<file path="src/rtl/burst_read_mode.sv">
// Burst clock/calendar read from a serial RTC: command 8'hBF, then 8 bytes in, LSB first.
// Optional free-running auto-poll is compiled in with `define RTC_AUTO_POLL_EN.
module burst_read_mode #(
    parameter logic [23:0] POLL_PERIOD = 24'd1000000,
    parameter int          CE_GAP      = 4
) (
    input  logic       clk,
    input  logic       rstn,
    input  logic       start,
    output logic       ce,
    output logic       sclk,
    output logic       io_out,
    output logic       io_oe,
    input  logic       io_in,
    output logic [7:0] sec,
    output logic [7:0] min,
    output logic [7:0] hour,
    output logic [7:0] date,
    output logic [7:0] mon,
    output logic [7:0] day,
    output logic [7:0] year,
    output logic [7:0] ctrl,
    output logic       busy,
    output logic       done
);

    localparam logic [1:0] IDLE = 2'd0;
    localparam logic [1:0] CMD  = 2'd1;
    localparam logic [1:0] READ = 2'd2;
    localparam logic [1:0] GAP  = 2'd3;

    localparam logic [7:0] CMD_BYTE = 8'hBF;
    localparam logic [7:0] GAP_LAST = 8'(CE_GAP - 1);

    logic [1:0]  state_q, state_d;
    logic [1:0]  phase_q, phase_d;
    logic [5:0]  bit_q,   bit_d;
    logic [7:0]  gap_q,   gap_d;
    logic [63:0] shift_q, shift_d;
    logic [63:0] data_q,  data_d;
    logic        done_q,  done_d;
    logic        req;

`ifdef RTC_AUTO_POLL_EN
    logic [23:0] poll_q, poll_d;
    logic        pend_q, pend_d;
    logic        expire;

    // An expiry seen outside IDLE is remembered until the next IDLE cycle consumes it.
    always_comb begin
        expire = (poll_q == POLL_PERIOD - 24'd1);
        poll_d = expire ? 24'd0 : poll_q + 24'd1;
        pend_d = (state_q == IDLE) ? 1'b0 : (pend_q | expire);
        req    = start | pend_q | expire;
    end

    always_ff @(posedge clk or negedge rstn) begin
        if (!rstn) begin
            poll_q <= '0;
            pend_q <= 1'b0;
        end else begin
            poll_q <= poll_d;
            pend_q <= pend_d;
        end
    end
`else
    assign req = start;
`endif

    always_comb begin
        state_d = state_q;
        phase_d = phase_q;
        bit_d   = bit_q;
        gap_d   = gap_q;
        shift_d = shift_q;
        data_d  = data_q;
        done_d  = 1'b0;

        case (state_q)
            IDLE: begin
                if (req) begin
                    state_d = CMD;
                    phase_d = 2'd0;
                    bit_d   = 6'd0;
                end
            end
            CMD: begin
                phase_d = phase_q + 2'd1;
                if (phase_q == 2'd3) begin
                    if (bit_q == 6'd7) begin
                        state_d = READ;
                        bit_d   = 6'd0;
                    end else begin
                        bit_d = bit_q + 6'd1;
                    end
                end
            end
            READ: begin
                phase_d = phase_q + 2'd1;
                // Sample on the edge that raises sclk; shifting right assembles bytes LSB first.
                if (phase_q == 2'd1) begin
                    shift_d = {io_in, shift_q[63:1]};
                end
                if (phase_q == 2'd3) begin
                    if (bit_q == 6'd63) begin
                        state_d = GAP;
                        bit_d   = 6'd0;
                        gap_d   = 8'd0;
                        data_d  = shift_q;
                        done_d  = 1'b1;
                    end else begin
                        bit_d = bit_q + 6'd1;
                    end
                end
            end
            GAP: begin
                if (gap_q == GAP_LAST) begin
                    state_d = IDLE;
                end else begin
                    gap_d = gap_q + 8'd1;
                end
            end
            default: state_d = IDLE;
        endcase
    end

    // NOTE: non-blocking assignments so every flop samples the pre-edge value of its neighbours.
    always_ff @(posedge clk or negedge rstn) begin
        if (!rstn) begin
            state_q <= IDLE;
            phase_q <= '0;
            bit_q   <= '0;
            gap_q   <= '0;
            // NOTE: the shadow shift register is reset too, so no stale bits survive an aborted frame.
            shift_q <= '0;
            data_q  <= '0;
            done_q  <= 1'b0;
        end else begin
            state_q <= state_d;
            phase_q <= phase_d;
            bit_q   <= bit_d;
            gap_q   <= gap_d;
            shift_q <= shift_d;
            data_q  <= data_d;
            done_q  <= done_d;
        end
    end

    // Pad-side outputs decode straight from registered state, so reset clears them at once.
    assign ce     = (state_q == CMD) || (state_q == READ);
    assign busy   = (state_q != IDLE);
    assign sclk   = ce & phase_q[1];
    assign io_oe  = (state_q == CMD);
    assign io_out = io_oe & CMD_BYTE[bit_q[2:0]];
    assign done   = done_q;

    assign sec  = data_q[7:0];
    assign min  = data_q[15:8];
    assign hour = data_q[23:16];
    assign date = data_q[31:24];
    assign mon  = data_q[39:32];
    assign day  = data_q[47:40];
    assign year = data_q[55:48];
    assign ctrl = data_q[63:56];

endmodule
</file>
<file path="config.mk">
export PLATFORM = sky130hd
export DESIGN_NAME = burst_read_mode
export DESIGN_NICKNAME = d
export VERILOG_FILES = /design/src/rtl/burst_read_mode.sv
export SDC_FILE = /design/constraint.sdc
export NUM_CORES = 1
export LEC_CHECK = 0
export ABC_AREA = 1
export CELL_PAD_IN_SITES_DETAIL_PLACEMENT = 0
export CELL_PAD_IN_SITES_GLOBAL_PLACEMENT = 1
export CORE_ASPECT_RATIO = 0.9
export CORE_MARGIN = 10
export CORE_UTILIZATION = 35
export CTS_CLUSTER_SIZE = 12
export DETAILED_ROUTE_END_ITERATION = 6
export GPL_ROUTABILITY_DRIVEN = 0
export PLACE_DENSITY = 0.78
export SLEW_MARGIN = 30
export SYNTH_ARGS = -nofsm -noshare
export SYNTH_HDL_FRONTEND = slang
export SYNTH_SLANG_ARGS = --single-unit
export TNS_END_PERCENT = 30
</file>
<file path="constraint.sdc">
create_clock -name clk -period 1.6 [get_ports clk]
set_input_delay 0.16 -clock clk [delete_from_list [all_inputs] [get_ports clk]]
set_output_delay 0.16 -clock clk [all_outputs]
set_load 0.05 [all_outputs]
</file>
* Word level (Yosys, flattened, before mapping)
Memory sizes are Yosys's and may differ from the RTL's.
Index checks and enable logic that the tools add are counted.
** Cells by class
- Add/sub/neg operators :: 3
- Magnitude comparators :: 1
- Equal/unequal tests :: 15
- Mux-type cells :: 23
- Bitwise operators :: 2
- Reductions and logical operators :: 13
** Operator list (count)
- $mux W6 :: 5
- $mux W8 :: 3
- $pmux W6 S3 :: 1
- $pmux W8 S2 :: 1
- $mux W2 :: 7
- $ne A2 B2 Y1 const B :: 5
- $add A8 B1 Y8 const B :: 1
- $eq A8 B2 Y1 const B :: 1
- $pmux W2 S4 :: 1
- $reduce_and A4 Y1 :: 2
- $add A6 B1 Y6 const B :: 1
- $eq A2 B2 Y1 const B :: 3
- $eq A6 B3 Y1 const B :: 1
- $eq A6 B6 Y1 const B :: 1
- $reduce_and A6 Y1 :: 1
- $reduce_bool A2 Y1 :: 3
- $eq A2 B1 Y1 const B :: 2
- $lt A3 B4 Y1 const B :: 1
- $mux W1 :: 4
- $ne A2 B1 Y1 const B :: 2
- $pmux W2 S2 :: 1
- $reduce_and A2 Y1 :: 2
- $reduce_and A3 Y1 :: 1
- $reduce_bool A3 Y1 :: 1
- 5 further kinds :: 6
** Storage, ports and cells
- Register bits after elaboration :: 147
- Bits in read-only memories :: 8
- Input port bits :: 4
- Output and inout bits :: 70
- Memories :: 1
** Memory list
- (no name shown) :: depth 8, width 1, read ports 1, clocked after Yosys merged registers in 0, wr ports 0, RTL line 154 : assign io_out = io_oe & CMD_BYTE[bit_q[2:0]];

* Depth between registers and ports, before layout
Gate-level depths: netlist (run 1).
- Depth in word-level cells :: 4
- Depth in mapped cells :: 10

* Worst setup path after synthesis (run 1)
No wires, ideal clock.
- Path type :: register to output
- Start point :: register state_q[1]
- End point :: output io_out
- Data arrival time :: 1938 ps
- Path slack :: -498 ps
- Stages on the path, launching flop included :: 5
- Buffers on the path :: 0
- Path through :: dfrtp_1 > inv_1 > ha_1 > inv_1 > a21oi_1
** On the way
- Word-level cells in the longest chain between the ends :: 2
** Ends and longest elaborated chain
- from (decl) :: RTL line 35 : logic [1:0] state_q, state_d;
- from (signal assigned) :: RTL line 139 : state_q <= state_d;
- $eq A2 B1 Y1 :: RTL line 153 : assign io_oe = (state_q == CMD);
- via io_oe :: RTL line 13 : output logic io_oe,
- $and A1 B1 Y1 :: RTL line 154
- to (decl) :: RTL line 12 : output logic io_out,
The timed path passes the listed nets, and every way through them passes these cells.

* Worst setup path after layout (run 1)
- Start point :: register state_q[0]
- End point :: output sclk
** On the way
- Word-level cells in the longest chain between the ends :: 3
** Ends and longest elaborated chain
- $eq A2 B1 Y1 or $eq A2 B2 Y1 (tied branches) :: RTL line 150 : assign ce = (state_q == CMD) || (state_q == READ);
- $logic_or A1 B1 Y1 (*) :: RTL line 150
- $and A1 B1 Y1 (*) :: RTL line 152 : assign sclk = ce & phase_q[1];
- to (decl) :: RTL line 11 : output logic sclk,
Every way passes the cells marked *; elsewhere a longest branch is shown, timed or not.

==> metrics.md, run 1 <==
| Metric | Value |
|---|---|
| Antenna Nets Post-Route | 0 |
| Asr flop ratio synth | 100% |
| Share of layout cells above drive strength 1 | 23.8% |
| Arrival @ worst endpoint | 1480 ps |
| Worst Path Required | 1440 ps |
| Fmax | 612 MHz |
| Clock sink total | 147 |
| Final setup TNS | -205 ps |
| # rows | 45 |
| FF+latch count, synth | 147 |
| Setup CP Type | flip-flop to output pin |
| Worst r2r path cells | 8 |
| DPL Wire Length | 8.47 mm |
| Setup violation total in the final timing report | 16 |
| Final Instance Count excl. Fillers | 966 |
| Max VDD drop | 687 µV |
| Post-synth cell types | 25 |
| Unrepaired setup endpoints after global routing | true |
| Clk buf depth | 2 |
| Worst slew pin tran | 436 ps |
| Reg2reg setup slack | -30 ps |
| Synth area leader | dfrtp_1 |
| Fin crit period | 1640 ps |
| Clock Pin Slew Worst Setup and Hold Paths | 60 ps |
| Most common cell in the netlist | nand2_1 |
| Placed Cells | 925 |
| CTS tree | yes |
| Post-route cell area | 7900 µm² |
| Max-cap viol count | 0 |
| Total GRT Usage | 11.6% |
| Synthesis-to-layout area growth | 31.1% |
| Core ar. | 16900 µm² |
| Drc violations | 0 |
| CP Capture Point | sclk |
| Routed length per instance | 13.9 µm |
| Synth Net Count | 669 |
| Clock root cell | clkbuf_16 |
| Synth Instances | 654 |
| Initial Util | 35.7% |
| # diodes | 0 |
| Port bufs | 73 |
| Drt initial violations | 290 |
| Worst reg2reg endpoint | data_q[42]$_DFFE_PN0P_ |
| CTS Buf Count | 17 |
| Total gr overflow | 0 |
| Placed Instance Area | 6980 µm² |
| Main area contributors after synthesis | dfrtp_1 (61%), nand2_1 (11%), o21ai_0 (9.5%) |
| Avg Inst Size Synth | 9.22 µm² |
| Sequential share of the synthesized area | 61.0% |
| CP Launch Type | flip-flop |
| Final Hold Vio Count | 0 |
| H-tree Lvls | 4 |
| Pwr Density | 1390 nW/µm² |
| Yosys warnings | 0 |
| Global-route wire length before repair | 21.4 mm |
| Vias/cell | 4.61 |
| Slack of the critical path | -35.2 ps |
| Via count | 4456 |
| # nets final | 762 |
| CP startpoint | state_q[0]$_DFFE_PN0P_ |
| Top cell type's share of synthesized area | 61.0% |
| Outcome | complete, but fails checks |
| Commonest cells post-synth | nand2_1 (178), dfrtp_1 (147), o21ai_0 (115) |
| WL final | 13.4 mm |
| Die Ht | 144 µm |
| CP endpoint kind | output pin |
| Full die area | 22900 µm² |
| Min-delay worst type | input port to async pin |
| Drt first pass iters | 5 |
| Top FF cell, synth | dfrtp_1 |
| Worst rel slew slack | 70.9% |
| IO Pins | 74 |
| CP Max Fanout | 2 |
| Post-Syn Area | 6030 µm² |
| Vias in the first global route | 4467 |
| Leak | 3.69 nW |
| Die width | 158 µm |
| Initial antenna violation count | 0 |
| Failing checks | setup timing |
| Final Max Tran Viols | 0 |
| Final Cycle Share | 102% |
| RR Startpoint | bit_q[1]$_DFFE_PN0P_ |
| Final Skew | 12.7 ps |
| Skew-Pair Late Insertion Delay | 420 ps |
| Largest net degree at the start of global routing | 87 |
| Post-synth EDFFs | 0 |
sequential cells by signal, summed over array words and instances, names as in the netlist:
register / flops
phase_q: 2
gap_q: 8
done: 1
data_q: 64
shift_q: 64
bit_q: 6
state_q: 2
cells in the final DEF, fill, tap and decap left out, types with 2 or more instances in the layout:
cell,count
inv_2,5
o21ai_0,79
nand2_4,2
ha_2,5
o21ai_1,53
nor2_1,17
buf_4,81
or2_2,2
clkdlybuf4s50_1,2
o21ai_2,8
nand3_1,14
buf_6,3
clkinv_2,2
inv_1,85
clkbuf_16,20
nand4_1,3
ha_4,2
dfrtp_1,147
xor2_1,4
buf_12,12
nand2_2,23
a21oi_1,2
ha_1,4
clkbuf_8,3
bufinv_16,4
nand2_1,157
o21bai_1,2
worst min path at each step:
| stage | end | depth (start not counted) | slack [ps] |
|---|---|---|---|
| 3_3_place_gp | shift_q[35]$_DFFE_PN0P_ | 1 | -20 |
| 2_1_floorplan | bit_q[0]$_DFFE_PN0P_ | 0 | -140 |
| 6_report | shift_q[36]$_DFFE_PN0P_ | 2 | 120 |
| 5_1_grt | shift_q[36]$_DFFE_PN0P_ | 2 | 140 |
| 4_1_cts | shift_q[36]$_DFFE_PN0P_ | 2 | 100 |
| 3_5_place_dp | data_q[36]$_DFFE_PN0P_ | 1 | -20 |
layout make-up:
type                       count  area [µm²]
multi-input combinational    387        2000
clock inverter                 6         130
inverter                      91         344
clock buffer                  21         470
tap                          211         264
timing repair buffer         103        1010
fill                        1588        8990
sequential                   147        3680
layer usage:
layer | share of wire, % | vias up | track usage [%] | routed length, µm
met1 | 46 | 2115 | 14.6 | 6200
met4 | 0.92 | 0 | 3.80 | 124
met2 | 48 | 86 | 18.3 | 6380
li1 | - | 2241 | - | -
met3 | 5.3 | 14 | 3.92 | 716
met5 | 0 | - | 0 | 0
critical path, cell delays in order (launching register included):
cell and delay (ps):
dfrtp_1 360, inv_2 60, buf_6 120, ha_4 280, nand2_2 50, inv_2 60
buf_12 130
power by group:
group | switching [W] | leakage, nW | internal, W | total [W]
logic | 0.00168 | 1.35 | 0.00120 | 0.00288
registers | 0.000121 | 2.04 | 0.00389 | 0.00401
clock network | 0.00141 | 0.297 | 0.00268 | 0.00409
logic make-up (layout without fill, tap and decap cells):
group	Yosys count	in the layout	share of synthesized area, %
AO/OA/AOI/OAI	150	150	13.1
XOR/XNOR	4	4	0.581
adder cells (fa/ha/maj)	11	11	2.28
buffers and inverters	121	221	8.26
flip-flops	147	147	61.0
multiplexers	1	1	0.166
AND/OR/NAND/NOR	220	221	14.6
per-stage QoR:
stage	power, W	hold WS [ps]	utilization, %	worst slack, ps
CTS	0.0109	102	45.6	-44.2
finish	0.0110	117	46.8	-35.2
detailed placement	0.00644	-15.8	41.3	-67.3
global placement	0.00638	-19.6	41.3	42.8
floorplan	0.00548	-136	-	-23.8
global route	0.0115	139	46.8	-98.8
timing repair:
item	CTS	global route
endpoints found under the hold margin	147	0
gates resized for setup	14	68
pin swaps	5	9
cloned	0	4
setup buffers	6	3
hold buffers	1	0
endpoints found under the setup margin	32	57
(Power assumes the default switching activity.)
==> run 2, diff against run 1 <==
- GPL_ROUTABILITY_DRIVEN: 0 -> unset
==> results of run 2 <==
Final layout, timing and power as in run 1 (identical DEF).
==> run 3, diff against run 2 <==
==> constraint.sdc (replaced) <==
create_clock -name clk -period 1.6 [get_ports clk]
set_input_delay 0.32 -clock clk [delete_from_list [all_inputs] [get_ports clk]]
set_output_delay 0.32 -clock clk [all_outputs]
set_load 0.05 [all_outputs]
==> run 3 against run 2 <==
Net effect: the run still ends with setup timing left; sequential power about the same; utilization up 3.0 points; global-route usage about the same; non-clock buffer count up 10; cell count up 1.6%.
==> metrics.md, run 3 (synthesized netlist as in run 1, its figures left out) <==
| Metric | Value |
|---|---|
| # rows | 45 (unchanged) |
| Pre-CTS setup slack | -79.0 ps (-11.7 ps) |
| Total gr overflow | 0 (unchanged) |
| Leak | 3.86 nW (+4.6%) |
| Clock root cell | clkbuf_16 |
| Min-delay worst type | input port to async pin |
| Antenna Nets Post-Route | 0 (unchanged) |
| CTS tree | yes |
| Most frequent cells in the layout | dfrtp_1 (146), nand2_1 (136), inv_1 (83), o21ai_0 (80), buf_4 (71) |
| Clk buf depth | 2 (unchanged) |
| Pwr Density | 1320 nW/µm² (-5.2%) |
| Via count | 4585 (+2.9%) |
| IO Pins | 74 (unchanged) |
| # nets final | 772 (+1.3%) |
| Initial Util | 35.7% (unchanged) |
| WL final | 14.5 mm (+8.0%) |
| Worst Path Required | 1280 ps (-160 ps) |
| Setup CP Type | flip-flop to output pin |
| Setup violation total in the final timing report | 26 (+10) |
| Share of layout cells above drive strength 1 | 30.1% (+6.3 points) |
| Leading cell type in the layout, fill and taps excluded | dfrtp_1 |
| Final Max Tran Viols | 0 (unchanged) |
| CTS Buf Count | 17 (unchanged) |
| Outcome | complete, but fails checks |
| Clock Pin Slew Worst Setup and Hold Paths | 60 ps (about the same) |
| Vias in the first global route | 4394 (-1.6%) |
| Vias/cell | 4.67 (+1.3%) |
| # diodes | 0 (unchanged) |
| CP Launch Type | flip-flop |
| Die Ht | 144 µm (unchanged) |
| Synthesis-to-layout area growth | 39.5% |
| Full die area | 22900 µm² (unchanged) |
| CP Max Fanout | 4 (+2) |
| Total GRT Usage | 11.6% (-0.036 points) |
| Drt initial violations | 293 (+1.0%) |
| Worst rel slew slack | 77.5% (+6.5 points) |
| Arrival @ worst endpoint | 1490 ps (about the same) |
| H-tree Lvls | 4 (unchanged) |
| Unrepaired setup endpoints after global routing | true |
| Initial antenna violation count | 0 (unchanged) |
| Drc violations | 0 (unchanged) |
| Die width | 158 µm (unchanged) |
| Final Cycle Share | 113% (+11 points) |
| Port bufs | 73 (unchanged) |
| Global-route wire length before repair | 21.3 mm (-0.13%) |
| Skew-Pair Late Insertion Delay | 420 ps (about the same) |
| Failing checks | setup timing |
| Clock sink total | 147 (unchanged) |
| Biggest regs | data_q: 64 flops, shift_q: 64 flops, gap_q: 8 flops |
| Slack of the critical path | -209 ps (-173 ps) |
| Final GP Congestion | 0.766 |
| Largest net degree at the start of global routing | 81 (-6.9%) |
| Core ar. | 16900 µm² (unchanged) |
| Util after Layout | 49.8% (+3.0 points) |
| Final Hold Vio Count | 0 (unchanged) |
| DPL Wire Length | 8.78 mm (+3.6%) |
| Fmax | 553 MHz (-9.6%) |
| Routed length per instance | 14.8 µm (+6.4%) |
| Drt first pass iters | 4 (-1) |
| Max VDD drop | 1710 µV (+150%) |
| Final Skew | 14.0 ps (+1.32 ps) |
| Worst slew pin tran | 335 ps (-102 ps) |
| Max-cap viol count | 0 (unchanged) |
| Fin crit period | 1810 ps (+173 ps) |
| CP endpoint kind | output pin |
## run 3: changes by cell type in the layout (fill, tap and decap cells not counted), moves of 3 or more
cell,change
buf_12,+15
buf_4,-10
clkinv_4,+3
clkinvlp_4,+5
nand2_1,-21
nand2_2,+9
nand2_4,+12
o21ai_1,-14
o21ai_2,+13
## run 3: path summary, 6_finish.rpt
kind / start / to / slack [ps] / cells past startpoint
min in group clk: shift_q[48]$_DFFE_PN0P_ / shift_q[48]$_DFFE_PN0P_ / 480 / 2
worst min register to register: shift_q[48]$_DFFE_PN0P_ / shift_q[48]$_DFFE_PN0P_ / 480 / 2
worst max register to register: bit_q[0]$_DFFE_PN0P_ / data_q[50]$_DFFE_PN0P_ / -40 / 9
worst min-delay path: rstn / data_q[56]$_DFFE_PN0P_ / 330 / 2
worst max-delay path: state_q[1]$_DFFE_PN0P_ / sclk / -210 / 5
max in group asynchronous: rstn / shift_q[14]$_DFFE_PN0P_ / 690 / 3
## run 3: area by class of cell
| cell class | count | area, µm² |
|---|---|---|
| clock inverters | 12 | 156 |
| flip-flops and latches | 147 | 3680 |
| inverters | 91 | 350 |
| repair buffers | 113 | 1320 |
| clock buffers | 20 | 457 |
| fillers | 1515 | 8480 |
| well taps | 211 | 264 |
| multi-input cells | 387 | 2180 |
## run 3: power breakdown
group | switching (W) | internal (W)
clock network | 0.00154 | 0.00253
registers | 0.000127 | 0.00389
logic | 0.00173 | 0.00126
total | 0.00340 | 0.00768
## run 3: per-layer routing
metal / global-route usage, % / vias to the layer above / part of all wire [%]
met4: 4.63 / 0 / 1.3
met1: 15.2 / 2212 / 47
met3: 4.22 / 16 / 6.6
met2: 16.9 / 90 / 45
met5: 0 / - / 0
li1: - / 2267 / -
## run 3: through the flow
step	std cells	total power (W)	setup TNS [ps]	area [µm²]	hold WS [ps]
final	981	0.0111	-1030	8410	334
after global routing	981	0.0117	-4790	8410	347
after CTS	965	0.0110	-749	7880	329
after detailed placement	928	0.00652	-282	7180	212
after global placement	928	0.00646	0	7180	208
after floorplan	654	0.00550	-510	6050	24.4
## run 3: timing repair
item,4_1_cts,5_1_grt
hold buffers,1,0
setup buffers,4,6
cloned,0,10
pin swaps,1,4
gates resized for setup,17,124
endpoints found under the setup margin,35,75
hold endpoints to repair,24,0
## run 3: worst max-delay path: stages, from the launching register on
cell,delay [ps]
dfrtp_1,390
inv_2,120
ha_4,230
nand2_4,80
clkinvlp_4,90
buf_12,150
